**src/rtl/pwm_capture_2ch_pkg.sv**
```systemverilog
// Shared definitions for the two-channel PWM capture block:
// default counter width, default glitch-filter length and the per-channel FSM states.
package pwm_capture_2ch_pkg;

    localparam int PWMWIDTH_DEF = 16;
    localparam int FILT_LEN_DEF = 3;

    typedef enum logic [1:0] {
        ST_IDLE  = 2'd0,
        ST_HIGH  = 2'd1,
        ST_LOW   = 2'd2,
        ST_STUCK = 2'd3
    } cap_state_t;

endpackage

```
**src/rtl/pwm_capture_2ch_ch.sv**
```systemverilog
// One capture channel: synchronizer, optional glitch filter, edge detect,
// saturating tick counter, measurement FSM and valid/ack result handshake.
// Optional feature macro: PWM_CAPTURE_GLITCH_FILTER_EN (level change needs FILT_LEN stable ce samples).
// Handshake: valid stays high from a publish until ack is seen on a clk edge; a publish while
// valid is high overwrites the data and sets ovr, unless ack arrives on that same edge.
module pwm_capture_2ch_ch
    import pwm_capture_2ch_pkg::*;
#(
    parameter int PWMWIDTH = PWMWIDTH_DEF,
    parameter int FILT_LEN = FILT_LEN_DEF
) (
    input  logic                clk,
    input  logic                rst,
    input  logic                ce,
    input  logic                en_cap,
    input  logic                sig_pwm,
    input  logic                ack,
    output logic [PWMWIDTH-1:0] period,
    output logic [PWMWIDTH-1:0] high,
    output logic                valid,
    output logic                ovr,
    output logic                stuck,
    output logic                level,
    output cap_state_t          state
);

    localparam logic [PWMWIDTH-1:0] CNT_MAX = '1;

    logic                sync_1, sync_2;
    logic                lvl;
    logic                lvl_p1, lvl_p2;
    logic                rise, fall;
    logic [PWMWIDTH-1:0] cnt_q, cnt_inc, high_lat;
    cap_state_t          state_q, state_next;
    logic                publish, latch_high;

    // Two-flop synchronizer for the asynchronous PWM input, runs every clk.
    always_ff @(posedge clk or negedge rst) begin
        if (!rst) begin
            sync_1 <= 1'b0;
            sync_2 <= 1'b0;
        end else begin
            sync_1 <= sig_pwm;
            sync_2 <= sync_1;
        end
    end

`ifdef PWM_CAPTURE_GLITCH_FILTER_EN
    localparam int FCW = $clog2(FILT_LEN + 1);
    logic           filt_q;
    logic [FCW-1:0] fcnt;

    // Accept a new level only after FILT_LEN consecutive ce samples of it.
    always_ff @(posedge clk or negedge rst) begin
        if (!rst) begin
            filt_q <= 1'b0;
            fcnt   <= '0;
        end else if (ce) begin
            if (sync_2 == filt_q) begin
                fcnt <= '0;
            end else if (fcnt == FCW'(FILT_LEN - 1)) begin
                filt_q <= sync_2;
                fcnt   <= '0;
            end else begin
                fcnt <= fcnt + FCW'(1);
            end
        end
    end

    assign lvl = filt_q;
`else
    assign lvl = sync_2;
`endif

    // Two-deep history of the filtered level; edges are seen one ce tick after the level lands.
    always_ff @(posedge clk or negedge rst) begin
        if (!rst) begin
            lvl_p1 <= 1'b0;
            lvl_p2 <= 1'b0;
        end else if (ce) begin
            lvl_p1 <= lvl;
            lvl_p2 <= lvl_p1;
        end
    end

    assign rise    = lvl_p1 & ~lvl_p2;
    assign fall    = ~lvl_p1 & lvl_p2;
    assign cnt_inc = (cnt_q == CNT_MAX) ? CNT_MAX : cnt_q + PWMWIDTH'(1);

    // State register.
    always_ff @(posedge clk or negedge rst) begin
        if (!rst) state_q <= ST_IDLE;
        else      state_q <= state_next;
    end

    // Next state and the publish / high-latch strobes.
    always_comb begin
        state_next = state_q;
        publish    = 1'b0;
        latch_high = 1'b0;
        if (!en_cap) begin
            state_next = ST_IDLE;
        end else if (ce) begin
            case (state_q)
                ST_IDLE: begin
                    if (rise) state_next = ST_HIGH;
                end
                ST_HIGH: begin
                    if (fall) begin
                        latch_high = 1'b1;
                        state_next = ST_LOW;
                    end else if (cnt_q == CNT_MAX) begin
                        state_next = ST_STUCK;
                    end
                end
                ST_LOW: begin
                    if (rise) begin
                        publish    = 1'b1;
                        state_next = ST_HIGH;
                    end else if (cnt_q == CNT_MAX) begin
                        state_next = ST_STUCK;
                    end
                end
                ST_STUCK: begin
                    if (rise) state_next = ST_HIGH;
                end
                default: state_next = ST_IDLE;
            endcase
        end
    end

    // Tick counter: restarts on each rise, saturates instead of wrapping.
    always_ff @(posedge clk or negedge rst) begin
        if (!rst) begin
            cnt_q <= '0;
        end else if (!en_cap) begin
            cnt_q <= '0;
        end else if (ce) begin
            if (rise) cnt_q <= '0;
            else      cnt_q <= cnt_inc;
        end
    end

    // High time is held here until the closing rise publishes it with the period.
    always_ff @(posedge clk or negedge rst) begin
        if (!rst)            high_lat <= '0;
        else if (latch_high) high_lat <= cnt_inc;
    end

    // Result registers and valid/ovr handshake; ack is honoured on every clk.
    always_ff @(posedge clk or negedge rst) begin
        if (!rst) begin
            period <= '0;
            high   <= '0;
            valid  <= 1'b0;
            ovr    <= 1'b0;
        end else if (publish) begin
            period <= cnt_inc;
            high   <= high_lat;
            valid  <= 1'b1;
            if (ack)        ovr <= 1'b0;
            else if (valid) ovr <= 1'b1;
        end else if (ack && valid) begin
            valid <= 1'b0;
            ovr   <= 1'b0;
        end
    end

    assign stuck = (state_q == ST_STUCK);
    assign level = lvl;
    assign state = state_q;

endmodule

```
**src/rtl/pwm_capture_2ch.sv**
```systemverilog
// Two-channel PWM capture top: two independent capture channels sharing ce and en_cap.
// Optional feature macro: PWM_CAPTURE_GLITCH_FILTER_EN (applied inside each channel).
module pwm_capture_2ch
    import pwm_capture_2ch_pkg::*;
#(
    parameter int PWMWIDTH = PWMWIDTH_DEF,
    parameter int FILT_LEN = FILT_LEN_DEF
) (
    input  logic                clk,
    input  logic                rst,
    input  logic                ce,
    input  logic                en_cap,
    input  logic                sig_pwm_1,
    input  logic                sig_pwm_2,
    input  logic                ack_1,
    input  logic                ack_2,
    output logic [PWMWIDTH-1:0] period_1,
    output logic [PWMWIDTH-1:0] high_1,
    output logic                valid_1,
    output logic                ovr_1,
    output logic                stuck_1,
    output logic                level_1,
    output logic [PWMWIDTH-1:0] period_2,
    output logic [PWMWIDTH-1:0] high_2,
    output logic                valid_2,
    output logic                ovr_2,
    output logic                stuck_2,
    output logic                level_2,
    output cap_state_t          dbg_state_1,
    output cap_state_t          dbg_state_2
);

    pwm_capture_2ch_ch #(.PWMWIDTH(PWMWIDTH), .FILT_LEN(FILT_LEN)) u_ch_1 (
        .clk     (clk),
        .rst     (rst),
        .ce      (ce),
        .en_cap  (en_cap),
        .sig_pwm (sig_pwm_1),
        .ack     (ack_1),
        .period  (period_1),
        .high    (high_1),
        .valid   (valid_1),
        .ovr     (ovr_1),
        .stuck   (stuck_1),
        .level   (level_1),
        .state   (dbg_state_1)
    );

    pwm_capture_2ch_ch #(.PWMWIDTH(PWMWIDTH), .FILT_LEN(FILT_LEN)) u_ch_2 (
        .clk     (clk),
        .rst     (rst),
        .ce      (ce),
        .en_cap  (en_cap),
        .sig_pwm (sig_pwm_2),
        .ack     (ack_2),
        .period  (period_2),
        .high    (high_2),
        .valid   (valid_2),
        .ovr     (ovr_2),
        .stuck   (stuck_2),
        .level   (level_2),
        .state   (dbg_state_2)
    );

endmodule

```
**config.mk**
```make
export PLATFORM = sky130hd
export DESIGN_NAME = pwm_capture_2ch
export DESIGN_NICKNAME = d
export VERILOG_FILES = /design/src/rtl/pwm_capture_2ch_pkg.sv /design/src/rtl/pwm_capture_2ch_ch.sv /design/src/rtl/pwm_capture_2ch.sv
export SDC_FILE = /design/constraint.sdc
export NUM_CORES = 1
export LEC_CHECK = 0
export ABC_AREA = 1
export ABC_CLOCK_PERIOD_IN_PS = 1720
export BUFFER_PORTS_ARGS = -buffer_cell sky130_fd_sc_hd__buf_4
export CORE_MARGIN = 2
export CORE_UTILIZATION = 48
export CTS_CLUSTER_SIZE = 24
export DETAILED_ROUTE_END_ITERATION = 7
export PLACE_DENSITY = 0.77
export SLEW_MARGIN = 20
export SYNTH_ARGS = -nofsm -noshare
export SYNTH_HDL_FRONTEND = slang
export SYNTH_SLANG_ARGS = --single-unit
```
**constraint.sdc**
```tcl
create_clock -name clk -period 1.72 [get_ports clk]
set_clock_uncertainty 0.2 [all_clocks]
set_input_delay 0.086 -clock clk [delete_from_list [all_inputs] [get_ports clk]]
set_output_delay 0.086 -clock clk [all_outputs]
set_load 0.1 [all_outputs]
```
# Yosys cells after proc, flatten, opt, wreduce, memory -nomap -nowiden
# Index checks and enable logic that the tools add are counted.
# word_totals
regBits	144
wordCells	105
output_inout_bits	76
input_bits	8
# op_classes
add_sub_neg	2
eq_ne	13
n_mux	48
reduce_logical	12
bitwise	8
# ops
cell	n
16-bit 2-to-1 mux	8
16-bit by 1-bit adder with 16-bit output, second input constant	2
16-bit == test, second input constant	2
1-bit 2-to-1 mux	26
2-bit 2-to-1 mux	12
3-bit by 2-bit inequality test with 1-bit output, second input constant	4
2-bit one-hot mux with 3 select lines	2
2-bit == test, second input constant	4
2-bit AND reduction	4
1-bit bitwise AND	4
2-bit by 1-bit == test with 1-bit output, second input constant	2
2-bit zero test	2
1-bit NOT	4
2-bit nonzero test	2
2-bit OR reduction	2
1-bit logical AND	2
2-bit inequality test, second input constant	1

# Logic depth before layout (Yosys ltp)
# Gate-level depths: netlist of run 1.
# logic_depth
depth_word	8
mapped_depth	10
depth_no_buf	10

# By module
# A second synthesis of run 1 with hierarchy kept.
# unflattened
hier_cells	812
hier_area_um2	6573.8
# modules_own_cells
module	seq_area_each_um2	cells_per_inst	n_inst	area_per_inst_um2
pwm_capture_2ch_ch	1801.7	406	2	3286.9

# Least setup slack after synthesis of run 1
# OpenSTA, ideal clock, no wires.
# synth_timing
path_type	flip-flop to flip-flop
startpoint	reg u_ch_1.state_q[0] (netlist: u_ch_1.state[0])
endpoint	reg u_ch_1.high_lat[4]
arrival_ns	1.948
period_less_slack_ns	2.282
setup_ns	0.134
path_buffers	1
stages_incl_launch_ff	8
t_required_ns	1.386
setup_slack_ns	-0.562
path_cell_list	dfrtp_1 > ha_1 > inv_1 > nor3_1 > nand2_1 > clkbuf_1 > nand2_1 > o21ai_0
# synth_via
elab_chain_len	4
# synth_lines
item	line_no	rtl
start: declaration	pwm_capture_2ch_ch.sv:34	cap_state_t state_q, state_next;
start signal: assignment	pwm_capture_2ch_ch.sv:93	else state_q <= state_next;
2-bit by 1-bit == test with 1-bit output	pwm_capture_2ch_ch.sv:104	case (state_q)
1-bit 2-to-1 mux	pwm_capture_2ch_ch.sv:104	
1-bit 2-to-1 mux	pwm_capture_2ch_ch.sv:103	end else if (ce) begin
1-bit 2-to-1 mux	pwm_capture_2ch_ch.sv:101	if (!en_cap) begin
end signal: assignment	pwm_capture_2ch_ch.sv:147	else if (latch_high) high_lat <= cnt_inc;
end: declaration	pwm_capture_2ch_ch.sv:33	logic [PWMWIDTH-1:0] cnt_q, cnt_inc, high_lat;
# No other way between the ends.
# A chain may end at the register's enable or synchronous reset.

# Worst setup path after layout of run 1
# layout_timing
startpoint	reg u_ch_1.state_q[0] (netlist: u_ch_1.state[0])
endpoint	reg u_ch_1.high[3]
# layout_via
elab_chain_len	4
# layout_lines
item	line_no	rtl
2-bit == test	pwm_capture_2ch_ch.sv:104	
1-bit 2-to-1 mux	pwm_capture_2ch_ch.sv:104	
1-bit 2-to-1 mux	pwm_capture_2ch_ch.sv:103	
1-bit 2-to-1 mux	pwm_capture_2ch_ch.sv:101	
end signal: assignment	pwm_capture_2ch_ch.sv:159	high <= high_lat;
end: declaration	pwm_capture_2ch_ch.sv:19	output logic [PWMWIDTH-1:0] high,
# No other way between the ends.

==> results.cfg, run 1 <==
[clock_tree]
clock_latency_ns = 0.43
clock-sinks = 144
clkSlewWorstSetupHoldPaths_ns = 0.06
cts-buffers-inserted = 17
cts_tree = done
htree_levels = 4
cts_buffer_depth = 2
clockRootBuffer = clkbuf_16

[timing]
timing.slew.headroom_pct = 72.6
hold_viol = 0
fin_tns_setup_ns = -0.127
finalMaxSlewViolations = 0
worst_pin_slew_ns = 0.411
rsz0062_at_grt = yes
finalCritPeriodShare_pct = 103
fin_crit_ns = 1.78
max_freq_mhz = 563
fin_ws_ns = -0.0577
setup_viol = 10

[synthesis]
synthTopCellsByArea = dfrtp_1 55%, nand2_1 19%, o21ai_0 4.3%
synth_warnings = 0
synth_edf_count = 0
yosys.area.top_type = dfrtp_1
ys_ff_latch = 144
synth.net_count = 805
synth.top_cell.area_share_pct = 54.9
synth-async-reset-ratio_pct = 100
seq_area_frac_synth_pct = 54.9
synth_flop_cell = dfrtp_1
synth_area_um2 = 6570
syn_area_per_cell_um2 = 8.32
synth_common_cells = 338 x nand2_1, 144 x dfrtp_1, 60 x inv_1
post-synth-top-count-cell = nand2_1
synth.distinct_cells = 32
synthesis.instances = 789

[layout]
final_layout_size_suffix_gt1_share_pct = 33.3
nets = 960
nFillCells = 982
design_area_um2 = 9160
antenna_cells = 0
syn_to_final_growth_pct = 39.5
stdcell_count = 1133

[placed_design]
dp_cells = 1071
gp_congestion = 0.883
hpwl_mm = 10.5
post_dp_cell_area_um2 = 7780
port_buffers = 83

[critical_path]
start_kind = flip-flop
max_stage_delay_ns = 0.51
cpMaxStageDelayCell = dfrtp_4
path_class = reg -> reg
crit_path_cell_trace = inv_2 > ha_4 > inv_2 > nor2_4 > nand2_8 > inv_8 > buf_12 > nand2_1 > nand2_1
cp_max_fo = 19
cp.arrival_ns = 1.94
cp-end-kind = flip-flop
critPathRequiredTime_ns = 1.88

[detailed_routing]
first_iter_violations = 494
vias = 5916
wl_mm = 17.2
wire_per_inst_um = 15.2
avgViaCountPerCell = 5.22
postRouteAntennaNets = 0
drc = 0
dr.pass1.iters = 5

[floorplan]
chipWidth_um = 121
core-area_um2 = 13300
ios = 84
initial_utilization_pct = 49.4
die_area_um2 = 14600
rows = 42
die-height_um = 121

[grt]
grt-ovfl-total = 0
gr-usage-all-layers_pct = 23.0
grt_pass1_wl_mm = 26.7
grt_max_degree = 46
antenna_found_initial = 0
grt_pass1_vias = 5564

[flow_run]
drv_cap = 0

[run_status]
violations = setup timing
status = finished with violations

[pwr]
peakVddDrop_v = 0.000585
power_leakage_nw = 4.76
power_density_nw_per_um2 = 931

[worst_hold_path]
hold_path_class = in -> reg
[power breakdown]
group | switching (mW) | internal (mW)
sequential | 0.0979 | 3.58
clock | 1.45 | 2.50
combinational | 0.559 | 0.333
total | 2.11 | 6.41
[area by class of cell]
cell class | instances | area, um^2 | area share, %
Clock inverter | 13 | 184 | 2.01
Inverter | 65 | 290 | 3.17
Tap cell | 176 | 220 | 2.40
Multi-Input combinational cell | 557 | 2960 | 32.3
Clock buffer | 19 | 453 | 4.95
Timing Repair Buffer | 159 | 1430 | 15.6
Sequential cell | 144 | 3630 | 39.6
[per-stage QoR]
stage	worst slack, ns	hold slack, ns	util (%)	total power, mW
CTS	-0.0148	0.0935	64.6	8.45
finish	-0.0577	0.107	68.9	8.52
floorplan	-0.0613	-0.410	-	4.21
global placement	-0.0844	-0.170	58.5	4.48
detailed placement	-0.154	-0.170	58.5	4.49
global route	-0.0929	0.109	68.9	8.82
[critical path, delay by kind of cell, from the launching register on]
family | cells | cell delay (ns)
adder cells (fa/ha/maj) | 1 | 0.13
AND/OR/NAND/NOR | 4 | 0.44
flip-flops | 1 | 0.51
buffers and inverters | 4 | 0.41
[cell usage in the layout (no fill, tap or decap), types with 8 or more instances in the layout]
| master | netlist | routed |
|---|---|---|
| o21ai_2 | 9 | 14 |
| a31oi_1 | 8 | 8 |
| nand2_2 | 9 | 23 |
| o21ai_1 | 3 | 20 |
| nand2_1 | 338 | 318 |
| nor2_2 | 4 | 11 |
| o21ai_0 | 56 | 34 |
| nor2_4 | 3 | 13 |
| clkbuf_16 | 0 | 20 |
| inv_2 | 4 | 10 |
| buf_4 | 6 | 130 |
| nor2_1 | 49 | 33 |
| nand3_1 | 20 | 16 |
| dfrtp_1 | 144 | 133 |
| nand3_2 | 14 | 16 |
| buf_12 | 0 | 10 |
| inv_1 | 60 | 45 |
| dlygate4sd3_1 | 0 | 8 |
[sequential cells by signal, indices dropped and copies added, names as in the netlist, 2 cells and up]
register,count
u_ch_2.period,16
u_ch_1.period,16
u_ch_1.cnt_q,16
u_ch_1.state,2
u_ch_2.high,16
u_ch_2.cnt_q,16
u_ch_1.high_lat,16
u_ch_1.high,16
u_ch_2.high_lat,16
u_ch_2.state,2
[path summary, 6_finish.rpt]
| kind | startpoint | endpoint | slack (ns) | cells after the start |
|---|---|---|---|---|
| hold reg to reg | u_ch_1.sync_1 | u_ch_1.level | 0.15 | 0 |
| setup / recovery | u_ch_1.state[0] | u_ch_1.high[3] | -0.06 | 9 |
| setup reg to reg | u_ch_1.state[0] | u_ch_1.high[3] | -0.06 | 9 |
| max in group asynchronous | rst | u_ch_2.cnt_q[2] | 0.21 | 4 |
| hold / removal | sig_pwm_1 | u_ch_1.sync_1 | 0.11 | 2 |
| min in group asynchronous | rst | u_ch_1.period[1] | 0.47 | 3 |
[routing by layer]
metal | share of wire (%) | track usage (%)
met1 | 43 | 31.3
met2 | 49 | 35.8
met3 | 6.0 | 5.17
met4 | 2.0 | 9.23
met5 | 0 | 0
[timing repair]
| action | CTS | global route |
|---|---|---|
| gates cloned | 1 | 4 |
| endpoints found under the hold margin | 160 | 0 |
| endpoints found under the setup margin | 86 | 126 |
| pin swaps | 3 | 7 |
| hold buffers | 8 | 0 |
| resized for setup | 24 | 111 |
| buffers inserted | 1 | 16 |
[cell families after synthesis]
kind of cell    after synthesis  share of synthesized area (%)
fa+ha+maj                     8                           1.52
mux                           2                          0.343
compound gates               86                           7.35
buf+inv                      89                           5.77
flops                       144                           54.9
xor+xnor                      6                          0.800
simple gates                454                           29.3
Note: power is estimated with default switching activity, not from simulation.
==> run 2, diff against run 1 <==
BUFFER_PORTS_ARGS = -buffer_cell sky130_fd_sc_hd__buf_2   (was -buffer_cell sky130_fd_sc_hd__buf_4)
==> results.cfg, run 2 (synthesis gave the netlist of run 1 again) <==
[detailed_routing]
drc = 0
vias = 6142
wire_per_inst_um = 16.8
avgViaCountPerCell = 5.41
postRouteAntennaNets = 0
first_iter_violations = 710
dr.pass1.iters = 7
wl_mm = 19.1

[grt]
grt-ovfl-total = 0
gr-usage-all-layers_pct = 21.7
grt_max_degree = 44
grt_pass1_vias = 5409
grt_pass1_wl_mm = 25.2
antenna_found_initial = 0

[run_status]
status = finished with violations
violations = setup timing

[timing]
fin_ws_ns = -0.101
timing.slew.headroom_pct = 63.1
finalCritPeriodShare_pct = 106
rsz0062_at_grt = yes
worst_pin_slew_ns = 0.551
max_freq_mhz = 549
finalMaxSlewViolations = 0
hold_viol = 0
setup_viol = 74
fin_tns_setup_ns = -1.91
fin_crit_ns = 1.82

[pwr]
p_sw_mw = 2.13
power.internal_mw = 6.11
peakVddDrop_v = 0.000930
pwr-share-seq_pct = 44.8
combinationalPowerShare_pct = 10.6
switching_share_pct = 25.9
pwr-share-clk_pct = 44.6
power_mw = 8.24
power_leakage_nw = 5.09
power_density_nw_per_um2 = 887

[placed_design]
pre_cts_slack_ns = -0.118
dp_cells = 1067
gp_congestion = 0.890
port_buffers = 83
hpwl_mm = 10.2

[clock_tree]
cts_tree = done
htree_levels = 4
clock_latency_ns = 0.43
clkSlewWorstSetupHoldPaths_ns = 0.06
clock-sinks = 144
clockRootBuffer = clkbuf_16
cts-buffers-inserted = 17
cts_buffer_depth = 2

[critical_path]
cp-end-kind = flip-flop
r2r.worst_path.cells = 8
start_kind = flip-flop
cpMostUsedCell = nand2_1
max_stage_delay_ns = 0.51
cp_max_fo = 8
path_class = reg -> reg
cp.arrival_ns = 1.92
crit_path_cell_trace = ha_4 > inv_2 > nor2_4 > nand2_4 > clkinv_4 > buf_6 > nand2_1 > nand2_1
critPathRequiredTime_ns = 1.82
cpMaxStageDelayCell = dfrtp_4
ff2ff_setup_slack_ns = -0.10

[layout]
syn_to_final_growth_pct = 41.5
antenna_cells = 0
stdcell_count = 1135
layout_commonest_cell = nand2_1
nFillCells = 877
final_layout_size_suffix_gt1_share_pct = 37.0
nets = 962
final_cell_mix = 279 x nand2_1, 137 x dfrtp_1, 79 x buf_2

[worst_hold_path]
holdPathStages = 2
hold_path_class = in -> reg

[floorplan]
core-area_um2 = 13300
die-height_um = 121
die_area_um2 = 14600
chipWidth_um = 121
rows = 42
initial_utilization_pct = 49.4
ios = 84

[flow_run]
drv_cap = 0
## run 2: cell count changes in the layout (fill, tap and decap cells not counted), sizes merged
cell and delta:
clkbuf +8, inv -1, clkinvlp -1, bufinv -2
clkinv +5, buf -7
## run 2: path summary, 6_finish.rpt
path                                 start                to
max                        u_ch_2.state[1]  u_ch_2.period[4]
min                              sig_pwm_1     u_ch_1.sync_1
max reg2reg                u_ch_2.state[1]  u_ch_2.period[4]
min reg2reg                  u_ch_1.sync_1      u_ch_1.level
max in group asynchronous              rst        u_ch_2.ovr
min in group asynchronous              rst  u_ch_1.period[1]
## run 2: routing by layer
metal  global-route usage (%)  vias up  share of wire [%]
met1                     29.6     2962                 42
met2                     34.9      282                 49
met5                        0        -                  0
met4                     6.03        0                2.7
met3                     4.98       65                6.7
li1                         -     2833                  -
## run 2: stage by stage
step                hold WS (ns)  instance area [um^2]  utilization [%]
CTS                       0.0871                  8290             62.4
global route               0.106                  9290             69.9
detailed placement        -0.217                  7580             57.0
finish                    0.0990                  9290             69.9
global placement          -0.219                  7580             57.0
floorplan                 -0.410                  6730                -
## run 2: repair_timing
| item | in CTS | in global routing |
|---|---|---|
| hold endpoints to repair | 159 | 0 |
| hold buffers | 8 | 0 |
| gates resized for setup | 15 | 183 |
| endpoints found under the setup margin | 61 | 122 |
| buffers inserted | 0 | 10 |
| gates cloned | 1 | 17 |
| pin swaps | 2 | 34 |
## run 2: worst max-delay path: cells and delay by family (launching register included)
family | cells | cell delay (ns)
adder cells (fa/ha/maj) | 1 | 0.18
flip-flops | 1 | 0.51
AND/OR/NAND/NOR | 4 | 0.42
buffers and inverters | 3 | 0.39
## run 2: final cells by class
type	instances	area, um^2	area share (%)
sequential	144	3620	39.0
clock buffer	20	457	4.92
clock inverter	12	134	1.44
timing repair inverter	2	15.0	0.162
tap	176	220	2.37
inverter	65	303	3.26
multi-input combinational	557	3180	34.3
timing repair buffer	159	1360	14.6
## run 2: power by group through the flow
stage	clock network [mW]	registers, mW	logic, mW
finish	3.67	3.69	0.876
global route	3.85	3.71	0.961
CTS	3.70	3.67	0.772
detailed placement	0	3.73	0.746
global placement	0	3.72	0.732
floorplan	0	3.85	0.362
==> run 3, diff against run 2 <==
PLACE_DENSITY = 0.71   (was 0.77)
SKIP_CTS_REPAIR_TIMING = 1   (was default)
==> results.cfg, run 3 (synthesis gave the netlist of run 1 again) <==
[pwr]
peakVddDrop_v = 0.000730
combinationalPowerShare_pct = 10.4
p_sw_mw = 2.11
pwr-share-seq_pct = 44.6
power.internal_mw = 6.14
power_leakage_nw = 4.92
pwr-share-clk_pct = 45.0
switching_share_pct = 25.6
power_density_nw_per_um2 = 901

[floorplan]
core-area_um2 = 13300
die-height_um = 121
chipWidth_um = 121
initial_utilization_pct = 49.4
ios = 84
rows = 42
die_area_um2 = 14600

[timing]
timing.slew.headroom_pct = 62.1
timing.hold.ws_ns = -0.0378
hold_viol = 37
max_freq_mhz = 562
rsz0062_at_grt = yes
finalMaxSlewViolations = 0
fin_crit_ns = 1.78
worst_pin_slew_ns = 0.567
fin_ws_ns = -0.0578
finalCritPeriodShare_pct = 103
setup_viol = 24

[detailed_routing]
vias = 5815
avgViaCountPerCell = 5.05
postRouteAntennaNets = 0
drc = 0
first_iter_violations = 386
wl_mm = 17.6
dr.pass1.iters = 5
wire_per_inst_um = 15.3

[layout]
syn_to_final_growth_pct = 39.5
fin_util_pct = 68.9
antenna_cells = 0
design_area_um2 = 9160
seq_area_um2 = 3620
nFillCells = 971
layout_commonest_cell = nand2_1
nets = 978
multi_input_comb_area_um2 = 3000
final_layout_size_suffix_gt1_share_pct = 35.4
final_cell_mix = 304 x nand2_1, 139 x dfrtp_1, 81 x buf_2

[critical_path]
path_class = reg -> reg
start_kind = flip-flop
cp_max_fo = 5
cp-end-kind = flip-flop
cp.arrival_ns = 1.89
critPathRequiredTime_ns = 1.83

[clock_tree]
cts_tree = done
cts_buffer_depth = 2
clockRootBuffer = clkbuf_16
htree_levels = 4
clock-sinks = 144
clock_latency_ns = 0.43
cts-buffers-inserted = 17
clkSlewWorstSetupHoldPaths_ns = 0.06

[placed_design]
pre_cts_slack_ns = -0.106
port_buffers = 83
gp_congestion = 0.909
hpwl_mm = 10.5
post_dp_cell_area_um2 = 7720

[grt]
gr-usage-all-layers_pct = 22.7
antenna_found_initial = 0
grt_pass1_vias = 5367
grt_max_degree = 47
grt-ovfl-total = 0
grt_pass1_wl_mm = 26.1

[run_status]
status = finished with violations
violations = hold timing, setup timing

[worst_hold_path]
hold_path_class = in -> async

[flow_run]
drv_cap = 0
[run 3: cell types whose count changed in the layout (fill, tap and decap cells not counted), moves of 6 or more]
| cell | delta |
|---|---|
| nand2_1 | +25 |
| nor2_2 | +7 |
| nand2_2 | -6 |
| nand2_4 | -18 |
| buf_4 | +18 |
| nor2_1 | -7 |
[run 3: power by group through the flow]
stage / registers [mW] / logic [mW] / clock network [mW]
after floorplan: 3.85 / 0.362 / 0
after global placement: 3.72 / 0.721 / 0
after detailed placement: 3.73 / 0.737 / 0
after CTS: 3.67 / 0.743 / 3.77
after global routing: 3.70 / 0.948 / 3.93
final: 3.68 / 0.856 / 3.72
[run 3: through the flow]
step	cells	total power [mW]	setup TNS, ns
after detailed placement	1087	4.47	-1.44
after floorplan	789	4.21	-1.46
after global routing	1151	8.58	-4.90
after global placement	1087	4.44	-0.647
final	1151	8.25	-0.701
after CTS	1119	8.19	-3.35
[run 3: routing by layer]
metal | share of wire [%] | global-route usage (%)
met5 | 0 | 0
met4 | 1.4 | 6.83
met3 | 4.4 | 4.75
met2 | 48 | 35.0
met1 | 46 | 32.3
[run 3: final timing paths]
| check | startpoint | to | slack, ns | depth (start not counted) |
|---|---|---|---|---|
| min | rst | u_ch_1.period[5] | -0.04 | 2 |
| min reg2reg | u_ch_1.sync_1 | u_ch_1.level | 0.15 | 0 |
| max | u_ch_1.state[0] | u_ch_1.high[4] | -0.06 | 9 |
| min in group clk | sig_pwm_2 | u_ch_2.sync_1 | 0.10 | 2 |
| max in group asynchronous | rst | u_ch_1.high_lat[0] | 0.32 | 3 |
| max reg2reg | u_ch_1.state[0] | u_ch_1.high[4] | -0.06 | 9 |
[run 3: final cells by class]
class                   count  area share [%]
clock buffers              21            5.13
repair buffers            177            15.6
multi-input cells         557            32.7
clock inverters            11            1.42
flip-flops and latches    144            39.5
inverters                  65            3.18
well taps                 176            2.40
[run 3: worst max-delay path, stage by stage, from the launching register on]
cell	delay, ns
dfrtp_4	0.52
inv_4	0.09
ha_4	0.14
inv_4	0.04
nor2_4	0.12
nand2_4	0.13
buf_12	0.17
clkbuf_16	0.15
nand2_2	0.06
nand2_2	0.05
